<file path="src/rtl/mem_access_unit_pkg.sv">
// -----------------------------------------------------------------------------
// mem_access_unit_pkg
// Shared definitions for the memory access sequencing stage: RV32I load/store
// funct3 encodings, the 2-bit FSM state encoding, the default data memory
// size, and a helper that maps a funct3 to its access width in bytes.
// No ports (package).
// -----------------------------------------------------------------------------
package mem_access_unit_pkg;

  // RV32I load/store funct3 encodings (stores only use B/H/W)
  localparam logic [2:0] F3_B  = 3'b000;
  localparam logic [2:0] F3_H  = 3'b001;
  localparam logic [2:0] F3_W  = 3'b010;
  localparam logic [2:0] F3_BU = 3'b100;
  localparam logic [2:0] F3_HU = 3'b101;

  // Must match the size of the data_memory instance this unit fronts
  localparam int unsigned MEM_SIZE_DEFAULT = 4096;

  typedef enum logic [1:0] {
    ST_IDLE   = 2'd0,
    ST_ACCESS = 2'd1,
    ST_RESP   = 2'd2
  } mau_state_e;

  // Access width in bytes; the low two funct3 bits encode the size for both
  // signed and unsigned loads.
  function automatic logic [2:0] access_bytes(input logic [2:0] funct3);
    case (funct3[1:0])
      2'b00:   return 3'd1;
      2'b01:   return 3'd2;
      default: return 3'd4;
    endcase
  endfunction

endpackage

</file>
<file path="src/rtl/mem_access_unit_checker.sv">
// -----------------------------------------------------------------------------
// mem_req_checker
// Purely combinational legality check for a load/store request, evaluated
// before any memory pin is touched.
// Ports:
//   is_load_i, is_store_i : request kind (exactly one must be set)
//   addr_i                : byte address
//   funct3_i              : RV32I load/store funct3
//   legal_o               : 1 when kind, funct3, alignment and bounds are ok
// -----------------------------------------------------------------------------
module mem_req_checker
  import mem_access_unit_pkg::*;
#(
  parameter int unsigned MEM_SIZE = MEM_SIZE_DEFAULT
) (
  input  logic        is_load_i,
  input  logic        is_store_i,
  input  logic [31:0] addr_i,
  input  logic [2:0]  funct3_i,
  output logic        legal_o
);

  logic        one_op;
  logic        f3_ok;
  logic        aligned;
  logic        in_bounds;
  logic [32:0] last_byte;

  // The last byte address is formed one bit wider than the address so that a
  // request near 0xFFFF_FFFF cannot wrap around and appear in bounds.
  always_comb begin
    one_op = is_load_i ^ is_store_i;

    if (is_load_i) begin
      f3_ok = funct3_i inside {F3_B, F3_H, F3_W, F3_BU, F3_HU};
    end else begin
      f3_ok = funct3_i inside {F3_B, F3_H, F3_W};
    end

    case (funct3_i[1:0])
      2'b01:   aligned = ~addr_i[0];
      2'b10:   aligned = (addr_i[1:0] == 2'b00);
      default: aligned = 1'b1;
    endcase

    last_byte = {1'b0, addr_i} + 33'(access_bytes(funct3_i)) - 33'd1;
    in_bounds = (last_byte < 33'(MEM_SIZE));

    legal_o = one_op & f3_ok & aligned & in_bounds;
  end

endmodule

</file>
<file path="src/rtl/mem_access_unit.sv">
// -----------------------------------------------------------------------------
// mem_access_unit
// Sequencing stage between the EX/MEM register and data_memory. Accepts one
// load/store at a time, rejects illegal requests without touching memory,
// drives the memory pins for WAIT_CYCLES cycles, and returns one response.
// Parameters:
//   WAIT_CYCLES : cycles the memory pins are driven per access (1..15)
//   MEM_SIZE    : data memory size in bytes
// Ports:
//   clk, rst                : clock (rising edge), async active-high reset
//   req_*                   : request handshake and payload
//   resp_*                  : response handshake and payload
//   dm_*                    : data_memory address/data/funct3/enables/rdata
//   stall_o                 : high whenever the unit is not idle
// -----------------------------------------------------------------------------
module mem_access_unit
  import mem_access_unit_pkg::*;
#(
  parameter int unsigned WAIT_CYCLES = 1,
  parameter int unsigned MEM_SIZE    = MEM_SIZE_DEFAULT
) (
  input  logic        clk,
  input  logic        rst,
  input  logic        req_valid_i,
  output logic        req_ready_o,
  input  logic        req_load_i,
  input  logic        req_store_i,
  input  logic [31:0] req_addr_i,
  input  logic [31:0] req_wdata_i,
  input  logic [2:0]  req_funct3_i,
  input  logic [4:0]  req_rd_i,
  output logic        resp_valid_o,
  input  logic        resp_ready_i,
  output logic [31:0] resp_rdata_o,
  output logic [4:0]  resp_rd_o,
  output logic        resp_is_load_o,
  output logic        resp_err_o,
  output logic [31:0] dm_addr_o,
  output logic [31:0] dm_wdata_o,
  output logic [2:0]  dm_funct3_o,
  output logic        dm_read_en_o,
  output logic        dm_write_en_o,
  input  logic [31:0] dm_rdata_i,
  output logic        stall_o
);

  mau_state_e  state_q, state_d;
  logic [3:0]  cnt_q, cnt_d;
  logic        load_q, load_d;
  logic        store_q, store_d;
  logic [31:0] addr_q, addr_d;
  logic [31:0] wdata_q, wdata_d;
  logic [2:0]  funct3_q, funct3_d;
  logic [4:0]  rd_q, rd_d;
  logic [31:0] rdata_q, rdata_d;
  logic        err_q, err_d;
  logic        req_legal;
  logic        in_access;
  logic        in_resp;

  mem_req_checker #(
    .MEM_SIZE (MEM_SIZE)
  ) u_checker (
    .is_load_i  (req_load_i),
    .is_store_i (req_store_i),
    .addr_i     (req_addr_i),
    .funct3_i   (req_funct3_i),
    .legal_o    (req_legal)
  );

  always_ff @(posedge clk or posedge rst) begin
    if (rst) begin
      state_q  <= ST_IDLE;
      cnt_q    <= '0;
      load_q   <= 1'b0;
      store_q  <= 1'b0;
      addr_q   <= '0;
      wdata_q  <= '0;
      funct3_q <= '0;
      rd_q     <= '0;
      rdata_q  <= '0;
      err_q    <= 1'b0;
    end else begin
      state_q  <= state_d;
      cnt_q    <= cnt_d;
      load_q   <= load_d;
      store_q  <= store_d;
      addr_q   <= addr_d;
      wdata_q  <= wdata_d;
      funct3_q <= funct3_d;
      rd_q     <= rd_d;
      rdata_q  <= rdata_d;
      err_q    <= err_d;
    end
  end

  // Next-state logic. The request is latched whether or not it is legal so
  // that rd and the load flag can be echoed in an error response as well.
  always_comb begin
    state_d  = state_q;
    cnt_d    = cnt_q;
    load_d   = load_q;
    store_d  = store_q;
    addr_d   = addr_q;
    wdata_d  = wdata_q;
    funct3_d = funct3_q;
    rd_d     = rd_q;
    rdata_d  = rdata_q;
    err_d    = err_q;

    case (state_q)
      ST_IDLE: begin
        if (req_valid_i) begin
          load_d   = req_load_i;
          store_d  = req_store_i;
          addr_d   = req_addr_i;
          wdata_d  = req_wdata_i;
          funct3_d = req_funct3_i;
          rd_d     = req_rd_i;
          rdata_d  = '0;
          if (req_legal) begin
            state_d = ST_ACCESS;
            cnt_d   = 4'(WAIT_CYCLES - 1);
            err_d   = 1'b0;
          end else begin
            state_d = ST_RESP;
            err_d   = 1'b1;
          end
        end
      end
      ST_ACCESS: begin
        if (cnt_q == 4'd0) begin
          state_d = ST_RESP;
          rdata_d = load_q ? dm_rdata_i : '0;
        end else begin
          cnt_d = cnt_q - 4'd1;
        end
      end
      ST_RESP: begin
        if (resp_ready_i) begin
          state_d = ST_IDLE;
        end
      end
      default: begin
        state_d = ST_IDLE;
      end
    endcase
  end

  // Outputs depend on registered state only, so a reset mid-access drops the
  // memory enables immediately and nothing leaks through from req_valid_i.
  // The write enable is confined to the last ACCESS cycle so a multi-cycle
  // store produces exactly one write pulse.
  always_comb begin
    in_access = (state_q == ST_ACCESS);
    in_resp   = (state_q == ST_RESP);

    req_ready_o    = (state_q == ST_IDLE);
    stall_o        = (state_q != ST_IDLE);

    dm_addr_o      = in_access ? addr_q   : '0;
    dm_wdata_o     = in_access ? wdata_q  : '0;
    dm_funct3_o    = in_access ? funct3_q : '0;
    dm_read_en_o   = in_access & load_q;
    dm_write_en_o  = in_access & store_q & (cnt_q == 4'd0);

    resp_valid_o   = in_resp;
    resp_rdata_o   = in_resp ? rdata_q : '0;
    resp_rd_o      = in_resp ? rd_q    : '0;
    resp_is_load_o = in_resp & load_q;
    resp_err_o     = in_resp & err_q;
  end

endmodule

</file>
<file path="config.mk">
export PLATFORM = sky130hd
export DESIGN_NAME = mem_access_unit
export DESIGN_NICKNAME = d
export VERILOG_FILES = /design/src/rtl/mem_access_unit_pkg.sv /design/src/rtl/mem_access_unit_checker.sv /design/src/rtl/mem_access_unit.sv
export SDC_FILE = /design/constraint.sdc
export NUM_CORES = 1
export LEC_CHECK = 0
export CORE_ASPECT_RATIO = 1.4
export CORE_MARGIN = 1.5
export CORE_UTILIZATION = 48
export CTS_CLUSTER_DIAMETER = 30
export DETAILED_ROUTE_END_ITERATION = 8
export PLACE_DENSITY_LB_ADDON = 0.25
export SYNTH_ARGS = -nofsm -noshare
export SYNTH_HDL_FRONTEND = slang
export SYNTH_HIERARCHICAL = 1
export SYNTH_SLANG_ARGS = --single-unit
</file>
<file path="constraint.sdc">
create_clock -name clk -period 10.91 [get_ports clk]
set_clock_uncertainty 0.15 [all_clocks]
set_input_delay 1.6365 -clock clk [delete_from_list [all_inputs] [get_ports clk]]
set_output_delay 1.6365 -clock clk [all_outputs]
set_load 0.02 [all_outputs]
</file>
# ---- After elaboration in Yosys (flattened, before gate mapping)
# Cells that the tools add are included.
dict set report totals {
  regBits 113
  inputBits 110
  output_inout_bits 111
  elab_cells 72
}
dict set report classes {
  add_sub_neg 3
  magnitude_cmp 1
  n_eq_ne 13
  n_mux 22
  bitwise_logic 10
  reduce_logical 13
}
# cell count
set op_table {}
lappend op_table {{32-bit two-way mux} 6}
lappend op_table {{32-bit one-hot mux with 2 select lines} 1}
lappend op_table {{32-bit by 3-bit adder with 33-bit output} 1}
lappend op_table {{33-bit by 13-bit less-than comparator with 1-bit output, second input constant} 1}
lappend op_table {{33-bit by 1-bit subtractor with 33-bit output, second input constant} 1}
lappend op_table {{4-bit two-way mux} 3}
lappend op_table {{1-bit AND} 8}
lappend op_table {{2-bit two-way mux} 4}
lappend op_table {{4-bit one-hot mux with 2 select lines} 1}
lappend op_table {{3-bit equality test, second input constant} 2}
lappend op_table {{2-bit logical NOT} 3}
lappend op_table {{2-bit by 1-bit != test with 1-bit output, second input constant} 3}
lappend op_table {{2-bit one-hot mux with 3 select lines} 1}
lappend op_table {{3-bit one-hot mux with 2 select lines} 1}
lappend op_table {{3-bit AND reduction} 2}
lappend op_table {{5-bit two-way mux} 1}
lappend op_table {{5-bit nonzero test} 1}
lappend op_table {{2-bit by 1-bit equality test with 1-bit output, second input constant} 2}
lappend op_table {{2-bit equality test, second input constant} 2}
lappend op_table {{4-bit logical NOT} 1}
lappend op_table {{2-bit != test, second input constant} 2}
lappend op_table {{4-bit AND reduction} 1}
lappend op_table {{2-bit nonzero test} 2}
lappend op_table {{4-bit by 1-bit subtractor with 4-bit output, second input constant} 1}
lappend op_table {{10 further kinds} 11}

# ---- Longest topological paths before layout
# Gate-level depths: netlist of run 1.
dict set report depth {
  word_depth 9
  mapped_depth 18
  ltp_nobuf 18
}

# ---- Hierarchy
# Netlist of run 1, hierarchy kept.
# mod instances cells_each area_each_um2 seq_area_each_um2
set modules_own_cells {}
lappend modules_own_cells {mem_access_unit 1 388 5019.8 2827.7}
lappend modules_own_cells {mem_req_checker 1 293 1905.6 0.0}

# ---- Worst setup path after synthesis of run 1
# Ideal clock, no wire load.
dict set report synth_path {
  path_kind {in2reg}
  startpoint {input req_funct3_i[1]}
  endpoint {register cnt_q[2]}
  setup_ns 0.122
  t_arrival_ns 5.049
  required_ns 10.638
  slack_ns 5.590
  path_stages 18
  path_buffers 0
  path_cell_list {inv_1 > ha_1 > inv_1 > ha_1 > inv_1 > ha_1 > nor2b_1 > a2111o_1 > o2111a_1 > o21ai_1 > nand3_1 > mux2_2 > o2111ai_1 > or4_1 > nor4_2 > a21oi_1 > a211o_1 > a32o_1}
}
dict set report synth_between {
  elab_chain_len 8
  elab_cells_between_ends 21
  cone_classes {add/sub: 2; order compare: 1; eq/ne: 7; mux: 3; bitwise: 3; reduce/logical: 5}
}
# element line
set synth_lines {}
lappend synth_lines {{start, declared} mem_access_unit.sv:30} ;# input logic [2:0] req_funct3_i,
lappend synth_lines {{2-bit by 1-bit equality test with 1-bit output, or another cell as far along} {mem_access_unit_pkg.sv:29, mem_access_unit_checker.sv:40}}
lappend synth_lines {{3-bit one-hot mux with 2 select lines, or another cell as far along} mem_access_unit_pkg.sv:29} ;# case (funct3[1:0])
lappend synth_lines {{32-bit by 3-bit adder with 33-bit output / 1-bit two-way mux (equally long branches)} {mem_access_unit_checker.sv:46, mem_access_unit_checker.sv:34}}
lappend synth_lines {{33-bit by 1-bit subtractor with 33-bit output / 1-bit AND (equally long branches)} {mem_access_unit_checker.sv:46, mem_access_unit_checker.sv:49}}
lappend synth_lines {{33-bit by 13-bit less-than comparator with 1-bit output / 1-bit AND (equally long branches)} {mem_access_unit_checker.sv:47, mem_access_unit_checker.sv:49}}
lappend synth_lines {{1-bit AND (*)} mem_access_unit_checker.sv:49} ;# legal_o = one_op & f3_ok & aligned & in_bounds;
lappend synth_lines {{via req_legal} mem_access_unit.sv:57} ;# logic req_legal;
lappend synth_lines {{2-bit by 1-bit != test with 1-bit output (no line) (*)} n/a}
lappend synth_lines {{4-bit AND reduction (no line) (*)} n/a}
lappend synth_lines {{end signal, assigned} mem_access_unit.sv:85} ;# cnt_q <= cnt_d;
lappend synth_lines {{end, declared} mem_access_unit.sv:48} ;# logic [3:0] cnt_q, cnt_d;
# Mark *: on every way through the listed nets, which the timed path passes. The rest lies on a longest branch.
# A chain may end at the register's enable or synchronous reset.

# ---- Worst setup path in the final report of run 1
dict set report layout_path {
  startpoint {input req_funct3_i[1]}
  endpoint {register cnt_q[0]}
}
# Same word-level chain as after synthesis.

==> parameters.txt, run 1 <==
Parameter                              Value

Yosys
  Proportion of synthesized area in mux cells ... 0.1313
  Synth warn ... 6
  Sequential fraction of the synthesis area ... 0.4083
  Most frequently used cell type in the post-synthesis netlist ... sky130_fd_sc_hd__dfrtp_1
  Post-synthesis adder-cell area fraction ... 0.06504
  Distinct cell type count of the synthesized netlist ... 69
  Top cells by instance count after synthesis ... sky130_fd_sc_hd__dfrtp_1, sky130_fd_sc_hd__and2_1, sky130_fd_sc_hd__inv_1
  Post-Synthesis Mean Instance Area ... 10.17 um2
  Area contributors post-synth ... sky130_fd_sc_hd__dfrtp_1, sky130_fd_sc_hd__and2_1, sky130_fd_sc_hd__mux2_1, sky130_fd_sc_hd__ha_1, sky130_fd_sc_hd__mux2_2
  Area of the mapped netlist ... 0.006925 mm2
  Post-synthesis net count ... 827
  Number of enable flip-flop cells after synthesis ... 0
  Yosys top cell by area ... sky130_fd_sc_hd__dfrtp_1
  Synthesized-area fraction occupied by and/or/nand/nor cells ... 0.1767
  Flip-flop cell with the highest count after synthesis ... sky130_fd_sc_hd__dfrtp_1
  Compound-Gate Fraction of Synth Area ... 0.1494
  Proportion of register bits with asynchronous set or reset after synthesis ... 1.000
  Area fraction of the dominant cell type after synthesis ... 0.4083
  Number of cells produced by synthesis ... 681
  Xor-xnor portion of the synthesized cell area ... 0.01138
  Main combinational cell family by area after synthesis ... simple AND/OR/NAND/NOR gates
  Post-synthesis register bit count ... 113

Final layout
  Storage element area ... 0.002828 mm2
  Share of post-route cells with drive strength above 1 ... 0.09403
  Number of fill cells ... 1039
  Final antenna diode count ... 0
  Total Nets Final ... 1038
  Multi-input gate area ... 0.003717 mm2
  Final Non-Filler Cells ... 1089
  Synth-to-layout area growth ... 41.01%

Place
  Cell total after placement ... 1058
  Hpwl dp ... 13970 um
  Routability congestion estimate from global placement ... 0.8818
  Number of I/O port buffers ... 220
  Setup Slack @ Placement ... 4.575 ns

Worst setup path
  Path length in cells of the critical path ... 19
  Worst setup slack for register-to-register paths ... 8.43 ns
  Critical Path Slowest Stage Cell ... sky130_fd_sc_hd__or4_1
  Start of the worst register-to-register path ... cnt_q[0]$_DFFE_PP0P_
  Kind of end point of the critical path ... flop
  Launching element type of the critical path ... input pin
  Reg-to-reg critical path endpoint ... rdata_q[25]$_DFFE_PP0P_
  Combined buffer and inverter count along the critical path ... 4
  Crit path max fanout ... 5
  Critical path required time ... 11.02 ns
  CP Class ... in -> reg
  Cell count of the worst reg-to-reg path ... 5
  Gate family responsible for the most delay along the worst path ... compound AO/OA/AOI/OAI gates
  Critical path arrival ... 6.10 ns
  Cell-by-cell listing of the critical path ... clkdlybuf4s50_1, inv_1, ha_1, inv_1, ha_1, inv_1, ha_1, nor2b_1, a2111o_1, o2111a_1, o21ai_1, nand3_1, mux2_2, o2111ai_1, or4_1, nor4_2, a21oi_1, a211oi_1, mux2i_1
  Maximum cell stage delay along the critical path ... 0.55 ns

STA
  Worst Hold Margin ... 0.3237 ns
  Finish-stage setup viols ... 0
  Period minus WS final ... 5.988 ns
  Worst Slack Setup Final ... 4.922 ns
  Final Max Tran Viols ... 0
  Setup repair after global routing missed its margin ... no
  Final-layout setup total negative slack ... 0 ns
  Max transition margin ... 0.09754
  Maximum frequency from static timing analysis ... 167.0 MHz
  Post-route clock period utilization ... 0.5489
  Hold violation total from the final report ... 0
  Worst slew pin tran ... 1.353 ns

Route
  DR pass1 iterations ... 6
  Detailed-route vias per instance ... 5.466
  Number of design rule violations left after detail routing ... 0
  Initial DRC Count ... 241
  Number of vias after detailed routing ... 5953
  Per-cell routed wire length ... 17.07 um
  Post-DRT Antenna Nets ... 0
  Detailed-route wire length ... 18590 um

CTS
  Number of buffers between clock root and the deepest sink ... 2
  Post-CTS Repair Setup Buffers ... 0
  Resize count post-CTS ... 0
  Number of hold buffers added after CTS ... 0
  CTS sink count ... 113
  Root Buffer Master ... sky130_fd_sc_hd__clkbuf_16
  Deepest level of the CTS H-tree ... 4
  Clock slew seen by the registers of the worst setup and hold paths ... 0.05 ns
  Worst skew pair latency ... 0.40 ns
  Number of buffers inserted during clock tree synthesis ... 17
  Clock tree from TritonCTS ... built

Min path
  Path category of the worst min-delay check ... reg -> reg
  Cell depth of the worst hold path ... 1
  Worst-case hold path end point ... rd_q[0]$_DFFE_PP0P_
  Launch point of the worst hold path ... rd_q[0]$_DFFE_PP0P_

Floorplan
  Boundary pin count ... 221
  Width of the die ... 104.5 um
  Row cnt ... 51
  Die Height ... 145.1 um
  Floorplan core area ... 0.01397 mm2
  Effective utilization at floorplan ... 0.4956
  Full die area ... 0.01517 mm2

Outcome
  Status ... completed

Flow run
  Count of maximum capacitance violations ... 0

Power and ir drop
  Overall Power ... 1.287 mW
  Power density over cell area ... 131.8 mW/mm2
  Worst ir drop on vdd ... 0.09350 mV
  Leakage component of the power ... 4.184 nW

Global route
  Via count of the first global-routing pass ... 6165
  First-pass GRT wire length ... 30690 um
  Number of antenna violations at the first check in global routing ... 0
  Maximum number of pins on one net before global-route repair ... 69
  Grt total ovfl ... 0
  All-Layer GR Usage ... 0.2506
## logic make-up (layout without fill, tap and decap cells)
logic type / after synthesis / after routing
AND/OR/NAND/NOR: 210 / 210
AO/OA/AOI/OAI: 146 / 146
flip-flops: 113 / 113
buffers and inverters: 86 / 309
multiplexers: 81 / 81
adder cells (fa/ha/maj): 36 / 36
XOR/XNOR: 9 / 9
## layer usage
layer	wire length [um]	part of all wire	GRT usage	up-vias
met5	0	0	0	-
met4	632	0.034	0.1097	0
met3	890	0.048	0.04582	55
met2	9839	0.53	0.4599	237
met1	7225	0.39	0.2784	2831
li1	-	-	-	2830
## stage by stage
stage               instance area (um2)  utilization
detailed placement                 9214       0.6593
floorplan                          6925            -
global placement                   9214       0.6593
finish                             9766       0.6988
CTS                                9766       0.6988
global route                       9766       0.6988
## power by group
part | leakage (nW) | internal (mW) | switching (mW)
Sequential | 1.39 | 0.482 | 0.0273
Clock | 0.268 | 0.317 | 0.194
Combinational | 2.52 | 0.137 | 0.130
Total | 4.18 | 0.936 | 0.352
## state kept, by name, summed over array words and instances, names as in the netlist
register,flops
wdata_q,32
addr_q,32
rd_q,5
rdata_q,32
load_q,1
state_q,2
funct3_q,3
cnt_q,4
store_q,1
err_q,1
## cells in the final DEF (no fill, tap or decap), drive strengths merged, types with 4 or more instances in the layout
master / count
a211oi: 9
a21boi: 5
a21oi: 31
a22o: 32
a31oi: 4
and2: 109
buf: 4
clkbuf: 18
clkdlybuf4s50: 220
clkinv: 7
dfrtp: 113
ha: 36
inv: 56
mux2: 79
nand2: 18
nand3: 5
nand4: 11
nor2: 29
nor2b: 6
nor3: 10
o21a: 7
o21ai: 25
xnor2: 8
## worst max path at each step
stage | start | endpoint | slack, ns
4_1_cts | req_funct3_i[1] | cnt_q[0]$_DFFE_PP0P_ | 4.98
5_1_grt | req_funct3_i[1] | cnt_q[0]$_DFFE_PP0P_ | 4.60
6_report | req_funct3_i[1] | cnt_q[0]$_DFFE_PP0P_ | 4.92
2_1_floorplan | req_funct3_i[1] | cnt_q[2]$_DFFE_PP0P_ | 5.59
3_5_place_dp | req_funct3_i[1] | cnt_q[0]$_DFFE_PP0P_ | 4.58
3_3_place_gp | req_funct3_i[1] | cnt_q[2]$_DFFE_PP0P_ | 4.77
## cell type report
type	instances	area share
clock buffer	18	0.04497
clock inverter	13	0.01153
inverter	54	0.02101
multi-input combinational	482	0.3807
sequential	113	0.2896
tap	185	0.02370
timing repair buffer	224	0.2286
Note: power is estimated with default switching activity, not from simulation.
==> run 2, diff against run 1 <==
--- a/config.mk
+++ b/config.mk
@@ -7,7 +7,7 @@
 export LEC_CHECK = 0
 export CORE_ASPECT_RATIO = 1.4
 export CORE_MARGIN = 1.5
-export CORE_UTILIZATION = 48
+export CORE_UTILIZATION = 47
 export CTS_CLUSTER_DIAMETER = 30
 export DETAILED_ROUTE_END_ITERATION = 8
 export PLACE_DENSITY_LB_ADDON = 0.25
==> constraint.sdc (replaced) <==
create_clock -name clk -period 6.25 [get_ports clk]
set_clock_uncertainty 0.15 [all_clocks]
set_input_delay 0.9375 -clock clk [delete_from_list [all_inputs] [get_ports clk]]
set_output_delay 0.9375 -clock clk [all_outputs]
set_load 0.02 [all_outputs]
==> parameters.txt, run 2 (synthesis results as in run 1) <==
Parameter                              Value

Outcome
  Status ... completed

STA
  Final-layout setup total negative slack ... 0 ns (unchanged)
  Final Max Tran Viols ... 0 (unchanged)
  Worst slew pin tran ... 1.231 ns (-0.1218 ns)
  Maximum frequency from static timing analysis ... 186.7 MHz
  Finish-stage setup viols ... 0 (unchanged)
  Max transition margin ... 0.1756 (+0.07807)
  Period minus WS final ... 5.355 ns
  Worst Slack Setup Final ... 0.8951 ns (-4.027 ns)
  Post-route clock period utilization ... 0.8568
  Hold violation total from the final report ... 0 (unchanged)
  Setup repair after global routing missed its margin ... no
  Worst Hold Margin ... 0.3267 ns (+0.002954 ns)

Global route
  All-Layer GR Usage ... 0.2485 (-0.002114)
  Number of antenna violations at the first check in global routing ... 0 (unchanged)
  Maximum number of pins on one net before global-route repair ... 72 (+4.3%)
  Grt total ovfl ... 0 (unchanged)
  Via count of the first global-routing pass ... 6163 (-0.032%)
  First-pass GRT wire length ... 30780 um (+0.29%)

Worst setup path
  Gate family responsible for the most delay along the worst path ... compound AO/OA/AOI/OAI gates
  CP Class ... in -> reg
  Maximum cell stage delay along the critical path ... 0.56 ns (about the same)
  Cell-by-cell listing of the critical path ... clkdlybuf4s50_1, inv_1, ha_1, inv_1, ha_1, inv_1, ha_1, nor2b_1, a2111o_1, o2111a_1, o21ai_1, nand3_1, mux2_2, o2111ai_1, or4_1, nor4_2, a21oi_1, a211oi_1, o22ai_1
  Critical path arrival ... 5.47 ns (-0.63 ns)
  Combined buffer and inverter count along the critical path ... 4 (unchanged)
  Reg-to-reg critical path endpoint ... rdata_q[31]$_DFFE_PP0P_
  Worst setup slack for register-to-register paths ... 3.73 ns (-4.70 ns)
  Path length in cells of the critical path ... 19 (unchanged)
  End of the critical path ... cnt_q[1]$_DFFE_PP0P_
  Critical Path Slowest Stage Cell ... sky130_fd_sc_hd__or4_1
  Cell count of the worst reg-to-reg path ... 4 (-1)
  Crit path max fanout ... 5 (unchanged)
  Launching element type of the critical path ... input pin
  Start of the worst register-to-register path ... state_q[0]$_DFFE_PP0P_
  Kind of end point of the critical path ... flop
  Startpoint of the worst setup timing path ... req_funct3_i[1]
  Critical path required time ... 6.37 ns (-4.65 ns)

Floorplan
  Die Height ... 146.6 um (+1.0%)
  Full die area ... 0.01548 mm2 (+2.1%)
  Floorplan core area ... 0.01444 mm2 (+3.4%)
  Boundary pin count ... 221 (unchanged)
  Effective utilization at floorplan ... 0.4795 (-0.01610)
  Width of the die ... 105.6 um (+1.0%)
  Row cnt ... 52 (+2.0%)

Final layout
  Final Non-Filler Cells ... 1095 (+0.55%)
  Commonest cells after routing, fill and taps aside ... sky130_fd_sc_hd__clkdlybuf4s50_1, sky130_fd_sc_hd__dfrtp_1, sky130_fd_sc_hd__and2_1
  Number of fill cells ... 1117 (+7.5%)
  Commonest non-fill, non-tap cell in the layout ... sky130_fd_sc_hd__clkdlybuf4s50_1
  Synth-to-layout area growth ... 43.04%
  Share of post-route cells with drive strength above 1 ... 0.09492 (+0.0008962)
  Largest registers ... addr_q (32), rdata_q (32), wdata_q (32)
  Final antenna diode count ... 0 (unchanged)
  Total Nets Final ... 1039 (+0.096%)

Route
  Number of vias after detailed routing ... 5967 (+0.24%)
  Initial DRC Count ... 282 (+17%)
  Detailed-route wire length ... 18710 um (+0.68%)
  Number of design rule violations left after detail routing ... 0 (unchanged)
  Detailed-route vias per instance ... 5.449 (-0.31%)
  DR pass1 iterations ... 6 (unchanged)
  Per-cell routed wire length ... 17.09 um (+0.13%)
  Post-DRT Antenna Nets ... 0 (unchanged)

Place
  Routability congestion estimate from global placement ... 0.9068 (+2.8%)
  Hpwl dp ... 13770 um (-1.5%)
  Number of I/O port buffers ... 220 (unchanged)
  Setup Slack @ Placement ... 0.5835 ns (-3.992 ns)
  Cell total after placement ... 1063 (+0.47%)

CTS
  Deepest level of the CTS H-tree ... 4 (unchanged)
  CTS sink count ... 113 (unchanged)
  Resize count post-CTS ... 0 (unchanged)
  Root Buffer Master ... sky130_fd_sc_hd__clkbuf_16
  Number of buffers inserted during clock tree synthesis ... 17 (unchanged)
  Worst skew pair latency ... 0.40 ns (about the same)
  Number of buffers between clock root and the deepest sink ... 2 (unchanged)
  Clock tree from TritonCTS ... built
  Number of hold buffers added after CTS ... 0 (unchanged)
  Clock slew seen by the registers of the worst setup and hold paths ... 0.05 ns (about the same)
  Post-CTS Repair Setup Buffers ... 0 (unchanged)

Power and ir drop
  Leakage component of the power ... 4.251 nW (+1.6%)
  Overall Power ... 2.469 mW (+92%)
  Power density over cell area ... 249.3 mW/mm2 (+89%)
  Switching Fraction ... 0.2560 (-0.01717)
  Switching power of the nets ... 632.0 uW (+80%)
  Share of total power in the clock network ... 0.450 (+0.053)
  Share of total power in combinational logic ... 0.190 (-0.017)
  Part of the power in registers ... 0.360 (-0.036)
  Cell Int Power ... 1.837 mW (+96%)
  Worst ir drop on vdd ... 0.1734 mV (+85%)

Min path
  Launch point of the worst hold path ... addr_q[30]$_DFFE_PP0P_
  Path category of the worst min-delay check ... reg -> reg

Flow run
  Count of maximum capacitance violations ... 0 (unchanged)
## run 2: cell types whose count changed in the layout (fill, tap and decap cells not counted), sizes merged
cell and delta:
clkinvlp -3, bufinv +5, inv +3, clkinv -4, buf +1
## run 2: routing by layer
layer	GRT usage	wire, um	vias up
li1	-	-	2842
met1	0.2744	7215	2865
met2	0.4644	10010	222
met3	0.04107	915	38
met4	0.1068	571	0
met5	0	0	-
## run 2: area by class of cell
class	count	area [um2]	area share
timing repair buffer	225	2240	0.2261
clock inverter	14	250.2	0.02526
tap	189	236.5	0.02387
multi-input combinational	482	3717	0.3753
sequential	113	2828	0.2855
inverter	54	205.2	0.02071
clock buffer	18	429.2	0.04332
## run 2: power groups by stage
stage,Sequential [mW],Combinational [mW],Clock (mW)
final,0.889,0.469,1.11
after CTS,0.890,0.471,1.14
after floorplan,0.883,0.307,0
after global placement,0.894,0.455,0
after detailed placement,0.902,0.466,0
after global routing,0.905,0.515,1.17
## run 2: worst min-delay path by stage
stage / slack [ns] / endpoint / cells after the start
floorplan: 0.30 / addr_q[0]$_DFFE_PP0P_ / 1
global placement: 0.31 / wdata_q[21]$_DFFE_PP0P_ / 1
detailed placement: 0.32 / wdata_q[8]$_DFFE_PP0P_ / 1
CTS: 0.33 / addr_q[28]$_DFFE_PP0P_ / 1
global route: 0.35 / rd_q[3]$_DFFE_PP0P_ / 1
finish: 0.33 / addr_q[30]$_DFFE_PP0P_ / 1
## run 2: stage by stage
stage	area [um2]	util
after global placement	9226	0.6388
after CTS	9906	0.6858
after detailed placement	9226	0.6388
after global routing	9906	0.6858
after floorplan	6925	-
final	9906	0.6858
## run 2: worst register-to-register path, cell delays in order (launching register included)
cell	delay, ns
sky130_fd_sc_hd__dfrtp_1	0.54
sky130_fd_sc_hd__nor2b_4	0.65
sky130_fd_sc_hd__buf_4	0.44
sky130_fd_sc_hd__and3_4	0.48
sky130_fd_sc_hd__a22o_1	0.21
